==> config.mk <==
export PLATFORM = sky130hd
export DESIGN_NAME = div_unit
export DESIGN_NICKNAME = d
export VERILOG_FILES = /design/src/rtl/div_unit.sv
export SDC_FILE = /design/constraint.sdc
export NUM_CORES = 1
export LEC_CHECK = 0
export BUFFER_PORTS_ARGS = -buffer_cell sky130_fd_sc_hd__buf_2
export CORE_MARGIN = 4
export CORE_UTILIZATION = 30
export CTS_CLUSTER_DIAMETER = 200
export DETAILED_ROUTE_END_ITERATION = 7
export GPL_ROUTABILITY_DRIVEN = 0
export PLACE_DENSITY = 0.44
export REMOVE_ABC_BUFFERS = 1
export SETUP_SLACK_MARGIN = 0.15
export SYNTH_ARGS = -nofsm -noshare
export SYNTH_HDL_FRONTEND = slang
export SYNTH_SLANG_ARGS = --single-unit
export TNS_END_PERCENT = 50
==> constraint.sdc <==
create_clock -name clk -period 4 [get_ports clk]
set_clock_uncertainty 0.05 [all_clocks]
set_input_delay 0.6 -clock clk [delete_from_list [all_inputs] [get_ports clk]]
set_output_delay 0.6 -clock clk [all_outputs]
set_load 0.02 [all_outputs]
==> src/rtl/div_unit.sv <==
// 32-bit restoring divider, signed by default; DIV_UNSIGNED_EN adds unsigned start (divControl=10).
// Fixed 34-edge latency from start to done, abortable with divControl=11.
module div_unit (
    input  logic        clk,
    input  logic        reset,
    input  logic [1:0]  divControl,
    input  logic [31:0] A,
    input  logic [31:0] B,
    output logic [31:0] hi,
    output logic [31:0] lo,
    output logic        busy,
    output logic        done,
    output logic        div0
);

    typedef enum logic [1:0] {
        S_IDLE,
        S_PREP,
        S_RUN,
        S_FIX
    } state_t;

    state_t      r_state;
    state_t      w_next;
    logic [31:0] r_q;
    logic [31:0] r_b;
    logic [31:0] r_rem;
    logic [4:0]  r_cnt;
    logic        r_sgn;
    logic        r_negq;
    logic        r_negr;

    logic        w_start_s;
    logic        w_start_u;
    logic        w_start;
    logic        w_abort;
    logic        w_bzero;
    logic        w_busy_nxt;
    logic        w_done_nxt;
    logic        w_div0_nxt;
    logic        w_wr;
    logic [32:0] w_sh;
    logic [32:0] w_diff;

    assign w_start_s = (divControl == 2'b01);
`ifdef DIV_UNSIGNED_EN
    assign w_start_u = (divControl == 2'b10);
`else
    assign w_start_u = 1'b0;
`endif
    assign w_start = w_start_s | w_start_u;
    assign w_abort = (divControl == 2'b11);
    assign w_bzero = (r_b == 32'd0);

    // Partial remainder is 33 bits wide; bit 32 of the difference is the borrow.
    assign w_sh   = {r_rem, r_q[31]};
    assign w_diff = w_sh - {1'b0, r_b};

    always_ff @(posedge clk or negedge reset) begin
        if (!reset) begin
            r_state <= S_IDLE;
            busy    <= 1'b0;
            done    <= 1'b0;
            div0    <= 1'b0;
        end else begin
            r_state <= w_next;
            busy    <= w_busy_nxt;
            done    <= w_done_nxt;
            div0    <= w_div0_nxt;
        end
    end

    always_comb begin
        w_next = r_state;
        unique case (r_state)
            S_IDLE: if (w_start) w_next = S_PREP;
            S_PREP: begin
                if (w_abort || w_bzero) w_next = S_IDLE;
                else                    w_next = S_RUN;
            end
            S_RUN: begin
                if (w_abort)            w_next = S_IDLE;
                else if (r_cnt == 5'd0) w_next = S_FIX;
            end
            S_FIX: w_next = S_IDLE;
        endcase
    end

    always_comb begin
        w_busy_nxt = 1'b0;
        w_done_nxt = 1'b0;
        w_div0_nxt = 1'b0;
        w_wr       = 1'b0;
        unique case (r_state)
            S_IDLE: w_busy_nxt = w_start;
            S_PREP: begin
                w_busy_nxt = !w_abort && !w_bzero;
                w_div0_nxt = !w_abort && w_bzero;
            end
            S_RUN: w_busy_nxt = !w_abort;
            S_FIX: begin
                w_done_nxt = !w_abort;
                w_wr       = !w_abort;
            end
        endcase
    end

    always_ff @(posedge clk or negedge reset) begin
        if (!reset) begin
            r_q    <= 32'd0;
            r_b    <= 32'd0;
            r_rem  <= 32'd0;
            r_cnt  <= 5'd0;
            r_sgn  <= 1'b0;
            r_negq <= 1'b0;
            r_negr <= 1'b0;
            hi     <= 32'd0;
            lo     <= 32'd0;
        end else begin
            unique case (r_state)
                S_IDLE: begin
                    if (w_start) begin
                        r_q   <= A;
                        r_b   <= B;
                        r_sgn <= w_start_s;
                    end
                end
                S_PREP: begin
                    if (!w_abort && !w_bzero) begin
                        r_q    <= (r_sgn && r_q[31]) ? -r_q : r_q;
                        r_b    <= (r_sgn && r_b[31]) ? -r_b : r_b;
                        r_negq <= r_sgn && (r_q[31] ^ r_b[31]);
                        r_negr <= r_sgn && r_q[31];
                        r_rem  <= 32'd0;
                        r_cnt  <= 5'd31;
                    end
                end
                S_RUN: begin
                    if (!w_abort) begin
                        r_rem <= w_diff[32] ? w_sh[31:0] : w_diff[31:0];
                        r_q   <= {r_q[30:0], ~w_diff[32]};
                        r_cnt <= r_cnt - 5'd1;
                    end
                end
                S_FIX: begin
                    if (w_wr) begin
                        lo <= r_negq ? -r_q : r_q;
                        hi <= r_negr ? -r_rem : r_rem;
                    end
                end
            endcase
        end
    end

endmodule

==> results of run 1 <==
## power groups by stage
| stage | Sequential, mW | Clock, mW | Combinational, mW |
|---|---|---|---|
| 3_3_place_gp | 3.31 | 0 | 5.41 |
| 3_5_place_dp | 3.32 | 0 | 5.43 |
| 6_report | 3.29 | 1.75 | 5.38 |
| 5_1_grt | 3.42 | 1.89 | 6.09 |
| 2_1_floorplan | 3.56 | 0 | 3.36 |
| 4_1_cts | 3.29 | 1.83 | 5.46 |
## worst max-delay path by stage
stage | cells past startpoint | slack (ns) | endpoint
after floorplan | 8 | -0.74 | r_b[17]
after global placement | 14 | 0.41 | r_rem[0]
after detailed placement | 14 | 0.31 | r_rem[0]
after CTS | 14 | 0.28 | r_q[0]
after global routing | 14 | 0.16 | r_q[0]
final | 14 | 0.40 | r_q[0]
## flip-flops by register name (all words and copies together), names as in the netlist
name	count
hi	32
lo	32
r_b	32
r_q	32
r_rem	32
r_cnt	5
r_state	2
busy	1
div0	1
done	1
r_negq	1
r_negr	1
r_sgn	1
## kinds of logic (layout without fill, tap and decap cells)
group | count (synthesis) | in the layout | share of synthesized area
AO/OA/AOI/OAI | 436 | 436 | 0.2285
buffers and inverters | 162 | 260 | 0.05294
flip-flops | 173 | 173 | 0.3723
XOR/XNOR | 112 | 112 | 0.08437
adder cells (fa/ha/maj) | 43 | 43 | 0.04692
multiplexers | 20 | 20 | 0.01797
AND/OR/NAND/NOR | 473 | 473 | 0.1970
## layout make-up
cell class	instances	area, sq um
tap	511	639.4
timing repair buffer	164	929.6
inverter	64	240.2
multi-input combinational	1084	6734
fill	4032	24470
clock inverter	14	155.1
sequential	173	4329
clock buffer	18	439.2
## worst max-delay path, delay by kind of cell, from the launching register on
kind / cells / cell delay (ns)
flip-flops: 1 / 0.42
multiplexers: 1 / 0.39
adder cells (fa/ha/maj): 2 / 0.61
buffers and inverters: 3 / 0.40
AND/OR/NAND/NOR: 2 / 0.37
AO/OA/AOI/OAI: 6 / 1.20
## repair_timing
action,CTS,global route
setup endpoints to repair,0,13
resized for setup,0,2
setup buffers,0,0
## stage by stage
stage / instance area (sq um) / total power, mW / worst slack [ns] / hold slack, ns / util
5_1_grt: 13470 / 11.41 / 0.1638 / 0.2086 / 0.3550
3_5_place_dp: 12860 / 8.752 / 0.3134 / 0.4446 / 0.3391
4_1_cts: 13460 / 10.58 / 0.2767 / 0.1711 / 0.3547
6_report: 13470 / 10.42 / 0.4005 / 0.1616 / 0.3550
3_3_place_gp: 12860 / 8.718 / 0.4136 / 0.4458 / 0.3391
2_1_floorplan: 11250 / 6.913 / -0.7403 / 0.2544 / -
## cells in the final DEF, fill, tap and decap left out, types with 4 or more instances in the layout
master                      instances
sky130_fd_sc_hd__a211oi_1          10
sky130_fd_sc_hd__a21o_1            18
sky130_fd_sc_hd__a21oi_1          130
sky130_fd_sc_hd__a222oi_1          12
sky130_fd_sc_hd__a22oi_1           12
sky130_fd_sc_hd__a31oi_1           12
sky130_fd_sc_hd__a32oi_1           10
sky130_fd_sc_hd__and3_1             4
sky130_fd_sc_hd__buf_2            133
sky130_fd_sc_hd__buf_4             28
sky130_fd_sc_hd__clkbuf_16         17
sky130_fd_sc_hd__dfrtp_1          173
sky130_fd_sc_hd__ha_1              40
sky130_fd_sc_hd__inv_1             64
sky130_fd_sc_hd__inv_6              6
sky130_fd_sc_hd__mux2i_1           16
sky130_fd_sc_hd__nand2_1          168
sky130_fd_sc_hd__nand2b_1          14
sky130_fd_sc_hd__nand3_1           55
sky130_fd_sc_hd__nand4_1           10
sky130_fd_sc_hd__nor2_1           124
sky130_fd_sc_hd__nor2b_1            9
sky130_fd_sc_hd__nor3_1            20
sky130_fd_sc_hd__nor4_1            11
sky130_fd_sc_hd__o211ai_1          25
sky130_fd_sc_hd__o21ai_0          130
sky130_fd_sc_hd__o21ai_1           13
sky130_fd_sc_hd__o21bai_1           4
sky130_fd_sc_hd__o22ai_1           11
sky130_fd_sc_hd__o31ai_1           14
sky130_fd_sc_hd__o41ai_1            6
sky130_fd_sc_hd__or3_1             13
sky130_fd_sc_hd__or4_1              7
sky130_fd_sc_hd__xnor2_1           34
sky130_fd_sc_hd__xor2_1            78
## layer usage
metal / vias up / part of all wire
met4: 10 / 0.015
li1: 5227 / -
met1: 5020 / 0.46
met2: 175 / 0.48
met3: 33 / 0.043
met5: - / 0.0022
==> flow_results.org, run 1 <==
** Outcome
- Outcome :: finished, final reports clean

** Layout
- After the flow finishes, the layout carries non-filler instances totaling ~2000.
- Layout cells sized above 1 :: 0.1529
- The number of antenna diodes in the final layout is 0.
- NumNets Final :: 1615
- Area added between synthesis and finish :: 15.82%

** Die
- The die covers ~0.042 sq mm.
- Die boundary height :: slightly above 200 microns
- The initial utilization of the core area, before any placement, comes to 0.3065.
- In this run the horizontal extent of the chip is between 200 and 250 microns.
- Core Box Area :: ~0.038 sq mm
- FP Rows :: 71
- For this design the top-level I/O count stands at between 100 and 150.

** GRT
- Most used routing layer :: met2
- Total overflow reported by the global router :: 0
- In the global route stage, met3 resource usage came out at 0.03498.
- Vias in the first global route :: 10520
- For this run, the total global-route usage over all layers was measured as 0.1776.
- For met1 alone, demand over resource in global routing was 0.2387.
- The initial antenna violation count came to 5.
- Entering global routing, the biggest net connects 83 pins.
- First-pass GRT wire length :: about 60000 microns
- For this run, global-route usage on met2 was measured as 0.2933.

** Power
- Clock power frac :: 0.168
- Switching part of the total power :: 0.4800
- The internal power of the cells totals ~5.4 mW.
- Switching Power :: around 5 mW
- Leakage dissipation :: approximately 6 nW
- The share of total power dissipated in sequential elements is 0.315.
- Across the VDD grid, the largest voltage drop is ~0.32 mV.
- Logic pwr share :: 0.516
- Power spread over the standard cell area amounts to 774.0 mW/mm^2.

** Place
- Number of placed instances with taps included :: approximately 2000
- Total of buffers placed on input and output ports :: 134
- Total half-perimeter wirelength after legalization and detailed placement :: between 20000 and 30000 microns

** STA
- Min cycle time layout :: 3.600 ns
- Setup violations remaining at the end of the flow were counted as 0.
- The number of failing hold endpoints at the final stage is 0.
- Slew headroom :: 0.2499
- Final period util :: 0.8999
- Highest clock rate :: ~0.28 GHz
- Final total negative setup slack :: 0 ns
- Setup repair after global routing left no endpoint under its margin.
- Max-slew violation count :: 0
- For the pin with the worst max-slew slack, the measured transition is ~1.1 ns.

** CTS
- The H-tree was split into 4 levels.
- The clock passes through at most 2 buffers.
- Clk sink count :: between 150 and 200
- The tree is rooted in a sky130_fd_sc_hd__clkbuf_16.
- Hold buffers post-CTS :: 0
- Buffers inserted during clock tree synthesis total 17.
- Later-pin clock latency in the skew report :: between 0.4 and 0.5 ns
- Clock tree from TritonCTS :: done
- Clock-pin transition on the worst setup and hold timing paths :: around 0.080 ns

** Worst setup path
- Worst Setup SP :: r_q[31]
- At the worst endpoint, the required time is 4.25 ns.
- For this run, the slowest stage of the critical path takes about 0.43 ns.
- Classification of the worst setup path :: reg -> reg
- Reg-to-reg slack, setup :: ~0.4 ns
- The worst setup path is captured at a flop.
- Largest fanout on the critical path :: 17
- Reg2reg end :: r_q[0]
- By instance count, the cell type seen most on the critical path is sky130_fd_sc_hd__inv_1.
- R2r startpoint :: r_q[31]
- Crit path cell chain :: inv_1 -> ha_1 -> inv_1 -> fa_1 -> a211oi_2 -> o211ai_1 -> a31oi_2 -> a211oi_1 -> nor2_1 -> mux2_2 -> and2_1 -> buf_4 -> a31oi_1 -> o22ai_1
- CP max-delay cell :: sky130_fd_sc_hd__fa_1
- Signal arrival time at the worst endpoint :: 3.85 ns
- Depth of the worst register-to-register path :: 14
- STA classifies the critical path startpoint as a flop.

** Synth
- Sorting the synthesized cells by how often they occur yields sky130_fd_sc_hd__dfrtp_1 (173), sky130_fd_sc_hd__nand2_1 (169), sky130_fd_sc_hd__a21oi_1 (130), sky130_fd_sc_hd__o21ai_0 (130), sky130_fd_sc_hd__nor2_1 (124).
- Yosys top cell by area :: sky130_fd_sc_hd__dfrtp_1
- Among all cell types in the netlist, the one instantiated most often is sky130_fd_sc_hd__dfrtp_1.
- Avg Cell Area, Syn :: 8.194 sq um
- Yosys printed 0 warnings.
- Synth Register Bits :: between 150 and 200
- Asr flop ratio synth :: 1.000
- Most instantiated flip-flop cell in the synthesis netlist :: sky130_fd_sc_hd__dfrtp_1
- Post-synth top area share :: 0.3723
- Cell types with the largest area share after synthesis :: sky130_fd_sc_hd__dfrtp_1 (37%), sky130_fd_sc_hd__xor2_1 (5.9%), sky130_fd_sc_hd__a21oi_1 (5.6%)
- The cell count after synthesis came out at around 1400.
- Counting flops with a built-in enable in the synthesized netlist gives 0.
- Distinct cell type count of the synthesized netlist :: between 70 and 80
- Of the synthesized area, sequential elements account for 0.3723.
- Area of the mapped netlist :: around 0.012 sq mm

** Drt
- Detailed-router iteration count before antenna repair :: 6
- Dividing the detail-routed via count by the number of cells gives a little over 5.
- After detailed routing, the number of remaining DRC violations is 0.
- In the final routed layout, each cell accounts on average for 18.08 microns.
- After detailed routing, the total wire length is about 37000 microns.
- DRT antenna net count :: 0
- Detailed routing inserted a total of ~10000 vias.
- DRC violation total after the first TritonRoute iteration :: 545

** Min path
- Path class of the lowest-slack min-delay path :: in -> async

** Run
- Number of max-capacitance violations reported :: 0
No activity file was read; power rests on OpenSTA's default activity.
==> inputs of run 2 (changes only) <==
--- a/config.mk
+++ b/config.mk
@@ -6,12 +6,15 @@
 export NUM_CORES = 1
 export LEC_CHECK = 0
 export BUFFER_PORTS_ARGS = -buffer_cell sky130_fd_sc_hd__buf_2
+export CELL_PAD_IN_SITES_DETAIL_PLACEMENT = 0
+export CELL_PAD_IN_SITES_GLOBAL_PLACEMENT = 1
 export CORE_MARGIN = 4
 export CORE_UTILIZATION = 30
+export CTS_BUF_LIST = sky130_fd_sc_hd__clkbuf_8
 export CTS_CLUSTER_DIAMETER = 200
 export DETAILED_ROUTE_END_ITERATION = 7
 export GPL_ROUTABILITY_DRIVEN = 0
-export PLACE_DENSITY = 0.44
+export PLACE_DENSITY = 0.55
 export REMOVE_ABC_BUFFERS = 1
 export SETUP_SLACK_MARGIN = 0.15
 export SYNTH_ARGS = -nofsm -noshare
==> flow_results.org, run 2 (synthesis results as in run 1) <==
** STA
- Min cycle time layout :: 3.558 ns (-0.04129 ns)
- The measured slew at the worst slew-check pin is 1.004 ns (-0.1173 ns).
- Max-slew violation count :: 0 (unchanged)
- The worst max-slew margin expressed relative to the limit came to 0.3283 (+0.07844).
- Setup repair after global routing missed its margin :: false
- Final period util :: 0.8896 (-0.01032)
- Final number of hold-violating endpoints :: 0 (unchanged)
- Final setup viols :: 0 (unchanged)
- Highest clock rate :: 0.2810 GHz (+1.2%)

** Power
- The maximum resistive drop on vdd came to 0.2991 mV (-7.9%).
- Ratio of total power to cell area :: 757.4 mW/mm^2 (-2.1%)
- Leakage dissipation :: 5.961 nW (-0.40%)

** GRT
- GRT Util Overall :: 0.1831 (+0.005479)
- First-pass GRT wire length :: 60970 microns (+2.9%)
- The number of global-route vias before repair is 10550 (+0.31%).
- Largest net degree at the start of global routing :: 79 (-4.8%)
- Total overflow reported by the global router :: 0 (unchanged)
- The initial antenna violation count was 5 (unchanged).

** Die
- FP Rows :: 71 (unchanged)
- Core Box Area :: 0.03793 sq mm (unchanged)
- Top-level port count :: 135 (unchanged)
- The overall die area is 0.04197 sq mm (unchanged).
- Starting Density :: 0.3065 (unchanged)
- Width of the die :: 204.9 microns (unchanged)
- The vertical die dimension is 204.9 microns (unchanged).

** Drt
- The mean routed wirelength per cell came to 18.60 microns (+2.9%).
- The ratio of routed vias to standard cells came to 5.128 (-0.63%).
- Vias after detailed routing :: 10460 (-0.096%)
- The post-detailed-route count of antenna-violating nets is 0 (unchanged).
- The final routed wirelength across all metal layers came to 37930 microns (+3.5%).
- The number of DRC violations after detailed routing is 0 (unchanged).
- Detailed-router iteration count before antenna repair :: 6 (unchanged)
- DRC violation total after the first TritonRoute iteration :: 515 (-5.5%)

** Min path
- The worst hold path belongs to the class in -> async.

** CTS
- Clock-pin transition on the worst setup and hold timing paths :: 0.10 ns (+0.02 ns)
- Later-pin clock latency in the skew report :: 0.50 ns (+0.05 ns)
- Count of H-tree levels built during CTS :: 4 (unchanged)
- Clock tree from TritonCTS :: done
- The number of clock sinks was 173 (unchanged).
- Root cell of the clock tree :: sky130_fd_sc_hd__clkbuf_8
- TritonCTS Buffers :: 17 (unchanged)
- Maximum root-to-sink buffer count :: 2 (unchanged)
- Hold buffers post-CTS :: 0 (unchanged)

** Place
- The number of port buffers came to 134 (unchanged).
- The total half-perimeter wirelength after legalization and detailed placement was 27740 microns (+4.5%).
- Number of placed instances with taps included :: 2007 (+0.55%)
- The total placed instance area was 0.01298 sq mm (+0.93%).

** Worst setup path
- Sort of element at the start of the critical path :: flop
- The required time of the critical path is 4.32 ns (+0.07 ns).
- The critical path in this run is classified as reg -> reg.
- Kind of end point of the critical path :: flop
- The peak fanout along the critical path came to 24 (+7).
- The data arrival time at the worst-slack endpoint came to 3.88 ns (+0.03 ns).

** Layout
- In the layout the commonest cells are sky130_fd_sc_hd__dfrtp_1 (173), sky130_fd_sc_hd__nand2_1 (168), sky130_fd_sc_hd__buf_2 (133).
- Non-filler cells in the finished layout :: 2039 (+0.54%)
- The final layout net count came to 1626 (+0.68%).
- Area occupied by registers :: 0.004329 sq mm (unchanged)
- Area added between synthesis and finish :: 15.14%
- The fraction of layout instances using a drive strength above 1 was 0.1564 (+0.003480).
- Layout Cell Area excl Fill :: 0.01339 sq mm (-0.59%)
- Number of antenna cells inserted :: 0 (unchanged)
- Most common cell after layout, fill and taps aside :: sky130_fd_sc_hd__dfrtp_1
- The area of combinational cells with multiple inputs is 0.006728 sq mm (about the same).
- The number of fill cells in the layout was 4105 (+1.8%).

** Run
- The number of max-cap violations was 0 (unchanged).

** Outcome
- The run finished with clean final reports.
-- run 2: what timing repair did --
item | CTS | global route
gates resized for setup | 0 | 1
endpoints found under the setup margin | 0 | 11
setup buffers | 0 | 0
-- run 2: worst paths after layout --
kind | from | to | slack [ns] | cells after the start
worst max-delay path | r_q[31] | r_rem[22] | 0.44 | 14
worst min-delay path | reset | hi[12] | 0.1 | 1
worst max register to register | r_q[31] | r_rem[22] | 0.44 | 14
worst min register to register | hi[30] | hi[30] | 0.47 | 1
max in group asynchronous | reset | r_b[22] | 2.97 | 2
min in group clk | B[7] | r_b[7] | 0.29 | 3
-- run 2: stage by stage --
stage	utilization	worst slack (ns)	setup TNS, ns	hold slack [ns]	total power, mW
after floorplan	-	-0.7403	-12.29	0.2544	6.913
after global placement	0.3422	0.4465	0	0.4483	8.868
after detailed placement	0.3422	0.3204	0	0.4450	8.908
after CTS	0.3528	0.2878	0	0.1102	10.30
after global routing	0.3529	0.1714	0	0.1352	11.11
final	0.3529	0.4418	0	0.09954	10.14
-- run 2: report_power, final --
part	total, mW	internal (mW)	switching [mW]	leakage [nW]
logic	5.54	2.08	3.46	3.64
clock network	1.33	0.592	0.743	0.205
registers	3.27	2.45	0.815	2.12
total	10.1	5.12	5.02	5.96
-- run 2: layout make-up --
class / count / area share
Timing Repair Buffer: 175 / 0.07841
Clock buffer: 19 / 0.01953
Tap cell: 511 / 0.04776
Inverter: 64 / 0.01794
Clock inverter: 13 / 0.01047
Multi-Input combinational cell: 1084 / 0.5025
Sequential cell: 173 / 0.3234
-- run 2: routing by layer --
metal | up-vias | part of all wire | track usage
met5 | - | 0.0015 | 0
met4 | 10 | 0.013 | 0.03445
met3 | 32 | 0.037 | 0.03578
met2 | 174 | 0.48 | 0.3058
met1 | 5006 | 0.47 | 0.2495
li1 | 5233 | - | -
-- run 2: critical path: stages, from the launching register on --
cell,delay [ns]
sky130_fd_sc_hd__dfrtp_1,0.42
sky130_fd_sc_hd__inv_1,0.13
sky130_fd_sc_hd__ha_1,0.17
sky130_fd_sc_hd__inv_1,0.05
sky130_fd_sc_hd__fa_1,0.43
sky130_fd_sc_hd__a211oi_2,0.24
sky130_fd_sc_hd__o211ai_1,0.21
sky130_fd_sc_hd__a31oi_1,0.26
sky130_fd_sc_hd__a211oi_1,0.14
sky130_fd_sc_hd__nor2_1,0.20
sky130_fd_sc_hd__mux2_2,0.39
sky130_fd_sc_hd__and2_1,0.26
sky130_fd_sc_hd__buf_12,0.21
sky130_fd_sc_hd__mux2i_1,0.19
sky130_fd_sc_hd__o21ai_1,0.08
==> inputs of run 3 (changes only) <==
--- a/config.mk
+++ b/config.mk
@@ -10,13 +10,13 @@
 export CELL_PAD_IN_SITES_GLOBAL_PLACEMENT = 1
 export CORE_MARGIN = 4
 export CORE_UTILIZATION = 30
-export CTS_BUF_LIST = sky130_fd_sc_hd__clkbuf_8
 export CTS_CLUSTER_DIAMETER = 200
 export DETAILED_ROUTE_END_ITERATION = 7
 export GPL_ROUTABILITY_DRIVEN = 0
 export PLACE_DENSITY = 0.55
 export REMOVE_ABC_BUFFERS = 1
 export SETUP_SLACK_MARGIN = 0.15
+export SKIP_LAST_GASP = 1
 export SYNTH_ARGS = -nofsm -noshare
 export SYNTH_HDL_FRONTEND = slang
 export SYNTH_SLANG_ARGS = --single-unit
==> flow_results.org, run 3 (synthesis results as in run 1) <==
** Die
- Die boundary height :: 204.9 microns (unchanged)
- The standard cell core area is 0.03793 sq mm (unchanged).
- Die ar. :: 0.04197 sq mm (unchanged)
- FP Rows :: 71 (unchanged)
- Starting Density :: 0.3065 (unchanged)
- The count of pins on the block boundary was 135 (unchanged).
- The chip width was 204.9 microns (unchanged).

** CTS
- Clock-pin transition on the worst setup and hold timing paths :: 0.07 ns (-0.03 ns)
- TritonCTS built the clock tree.
- Count of H-tree levels built during CTS :: 4 (unchanged)
- Clk sink count :: 173 (unchanged)
- The worst-case clock buffer depth came to 2 (unchanged).
- Post-cts resize count :: 0 (unchanged)
- The hold-fix buffer count after cts is 0 (unchanged).
- Later-pin clock latency in the skew report :: 0.45 ns (-0.05 ns)
- In this run the clock root is driven by a sky130_fd_sc_hd__clkbuf_16.
- Number of buffers inserted to repair setup after CTS :: 0 (unchanged)
- The total clock buffers created by CTS is 17 (unchanged).

** GRT
- The maximum number of pins on one net before global-route repair is 79 (unchanged).
- Total overflow reported by the global router :: 0 (unchanged)
- Number of antenna violations at the first check in global routing :: 5 (unchanged)
- GRT Util Overall :: 0.1834 (+0.0003224)
- The number of global-route vias before repair was 10590 (+0.37%).
- The wire length of the first global-routing pass came to 61030 microns (+0.10%).

** STA
- The measured slew at the worst slew-check pin is 1.005 ns (+0.0008647 ns).
- Final number of hold-violating endpoints :: 0 (unchanged)
- The clock period minus final worst setup slack came to 3.575 ns (+0.01697 ns).
- The highest clock frequency the design can meet came to 0.2797 GHz (-0.47%).
- The max-slew violation total from the final report was 0 (unchanged).
- Setup repair after global routing missed its margin :: false
- The final setup violation count was 0 (unchanged).
- The share of the clock period used by the worst path is 0.8938 (+0.004243).
- Slew headroom :: 0.3278 (-0.0005780)
- Final total negative setup slack :: 0 ns (unchanged)

** Drt
- DRC violation total after the first TritonRoute iteration :: 534 (+3.7%)
- Total routed wirelength :: 37900 microns (about the same)
- The number of DRC violations after detailed routing is 0 (unchanged).
- The total via count after detailed routing is 10470 (+0.17%).
- The ratio of routed vias to standard cells is 5.136 (+0.17%).
- Detailed-router iteration count before antenna repair :: 7 (+1)
- Routed WL per cell :: 18.59 microns (about the same)
- The post-detailed-route count of antenna-violating nets came to 0 (unchanged).

** Worst setup path
- STA classifies the critical path startpoint as a flop.
- Kind of end point of the critical path :: flop
- The critical path starts at r_q[31].
- The worst stage delay on the critical path is 0.43 ns (about the same).
- CP required :: 4.27 ns (-0.05 ns)
- R2r startpoint :: r_q[31]
- The slowest stage of the critical path belongs to the cell sky130_fd_sc_hd__fa_1.
- The peak fanout along the critical path was 24 (unchanged).
- CP dominant cell by count :: sky130_fd_sc_hd__inv_1
- Classification of the worst setup path :: reg -> reg
- Crit path cell chain :: inv_1 -> ha_1 -> inv_1 -> fa_1 -> a211oi_2 -> o211ai_1 -> a31oi_1 -> a211oi_1 -> nor2_1 -> mux2_2 -> and2_1 -> buf_12 -> mux2i_1 -> o21ai_1
- Signal arrival time at the worst endpoint :: 3.85 ns (-0.03 ns)
- The worst-case reg-to-reg path depth was 14 (unchanged).

** Place
- Total half-perimeter wirelength after legalization and detailed placement :: 27740 microns (unchanged)
- The number of placed instances, taps included is 2007 (unchanged).
- The number of port buffers came to 134 (unchanged).

** Power
- Leakage dissipation :: 6.036 nW (+1.3%)
- Ratio of total power to cell area :: 778.6 mW/mm^2 (+2.8%)
- VDD IR max :: 0.3370 mV (+13%)

** Min path
- Path class of the lowest-slack min-delay path :: in -> async

** Layout
- The total inserted antenna cells was 0 (unchanged).
- Area added between synthesis and finish :: 16.79%
- Commonest cells after routing, fill and taps aside :: sky130_fd_sc_hd__dfrtp_1 (173), sky130_fd_sc_hd__nand2_1 (168), sky130_fd_sc_hd__buf_2 (133)
- The final layout net count was 1626 (unchanged).
- The number of fill cells in the layout was 4085 (-0.49%).
- Leaving out fill and tap cells, the most frequent cell in the layout is sky130_fd_sc_hd__dfrtp_1.
- Layout cells sized above 1 :: 0.1564 (unchanged)
- The count of non-filler cells in the finished layout was 2039 (unchanged).

** Outcome
- The flow ran to the end, and the final reports show no timing, DRC or antenna violations.

** Run
- The number of max-cap violations is 0 (unchanged).
==> run 3: changes by cell type in the layout (fill, tap and decap cells not counted) <==
cell,change
sky130_fd_sc_hd__inv_1,-3
sky130_fd_sc_hd__clkbuf_1,+3
sky130_fd_sc_hd__clkbuf_8,-17
sky130_fd_sc_hd__clkbuf_16,+17
==> run 3: final timing paths <==
| path | end | slack [ns] |
|---|---|---|
| setup / recovery | r_rem[22] | 0.42 |
| hold / removal | hi[12] | 0.15 |
| setup reg to reg | r_rem[22] | 0.42 |
| hold reg to reg | r_cnt[0] | 0.46 |
| max in group asynchronous | r_negq | 2.92 |
| min in group clk | r_b[20] | 0.34 |
==> run 3: through the flow <==
| stage | hold WS [ns] | setup WS [ns] | instance area (sq um) | utilization | power [mW] |
|---|---|---|---|---|---|
| CTS | 0.1761 | 0.2889 | 13570 | 0.3579 | 10.72 |
| finish | 0.1457 | 0.4248 | 13580 | 0.3580 | 10.57 |
| floorplan | 0.2544 | -0.7403 | 11250 | - | 6.913 |
| global route | 0.2058 | 0.1751 | 13580 | 0.3580 | 11.54 |
| detailed placement | 0.4450 | 0.3204 | 12980 | 0.3422 | 8.908 |
| global placement | 0.4483 | 0.4465 | 12980 | 0.3422 | 8.868 |
==> run 3: power by group <==
| part | internal (mW) | switching (mW) | leakage [nW] | total (mW) |
|---|---|---|---|---|
| clock network | 0.965 | 0.795 | 0.279 | 1.76 |
| logic | 2.08 | 3.46 | 3.64 | 5.54 |
| registers | 2.45 | 0.817 | 2.12 | 3.27 |
==> run 3: per-layer routing <==
layer  vias up  global-route usage  part of all wire
li1       5234                   -                 -
met1      5010              0.2478              0.47
met2       177              0.3058              0.48
met3        42             0.03134             0.034
met4        10             0.04761             0.017
met5         -                   0            0.0015
==> run 3: cell type report <==
cell class	instances	area [sq um]	share of cell area
tap	511	639.4	0.04708
clock inverter	10	128.9	0.009490
sequential	173	4329	0.3188
multi-input combinational	1084	6728	0.4954
clock buffer	22	464.2	0.03418
timing repair buffer	175	1050	0.07731
inverter	64	240.2	0.01769
==> run 3: worst max-delay path: cells and delay by family, from the launching register on <==
kind,cells,cell delay (ns)
adder cells (fa/ha/maj),2,0.61
AND/OR/NAND/NOR,2,0.46
flip-flops,1,0.42
buffers and inverters,3,0.39
AO/OA/AOI/OAI,5,0.92
multiplexers,2,0.57
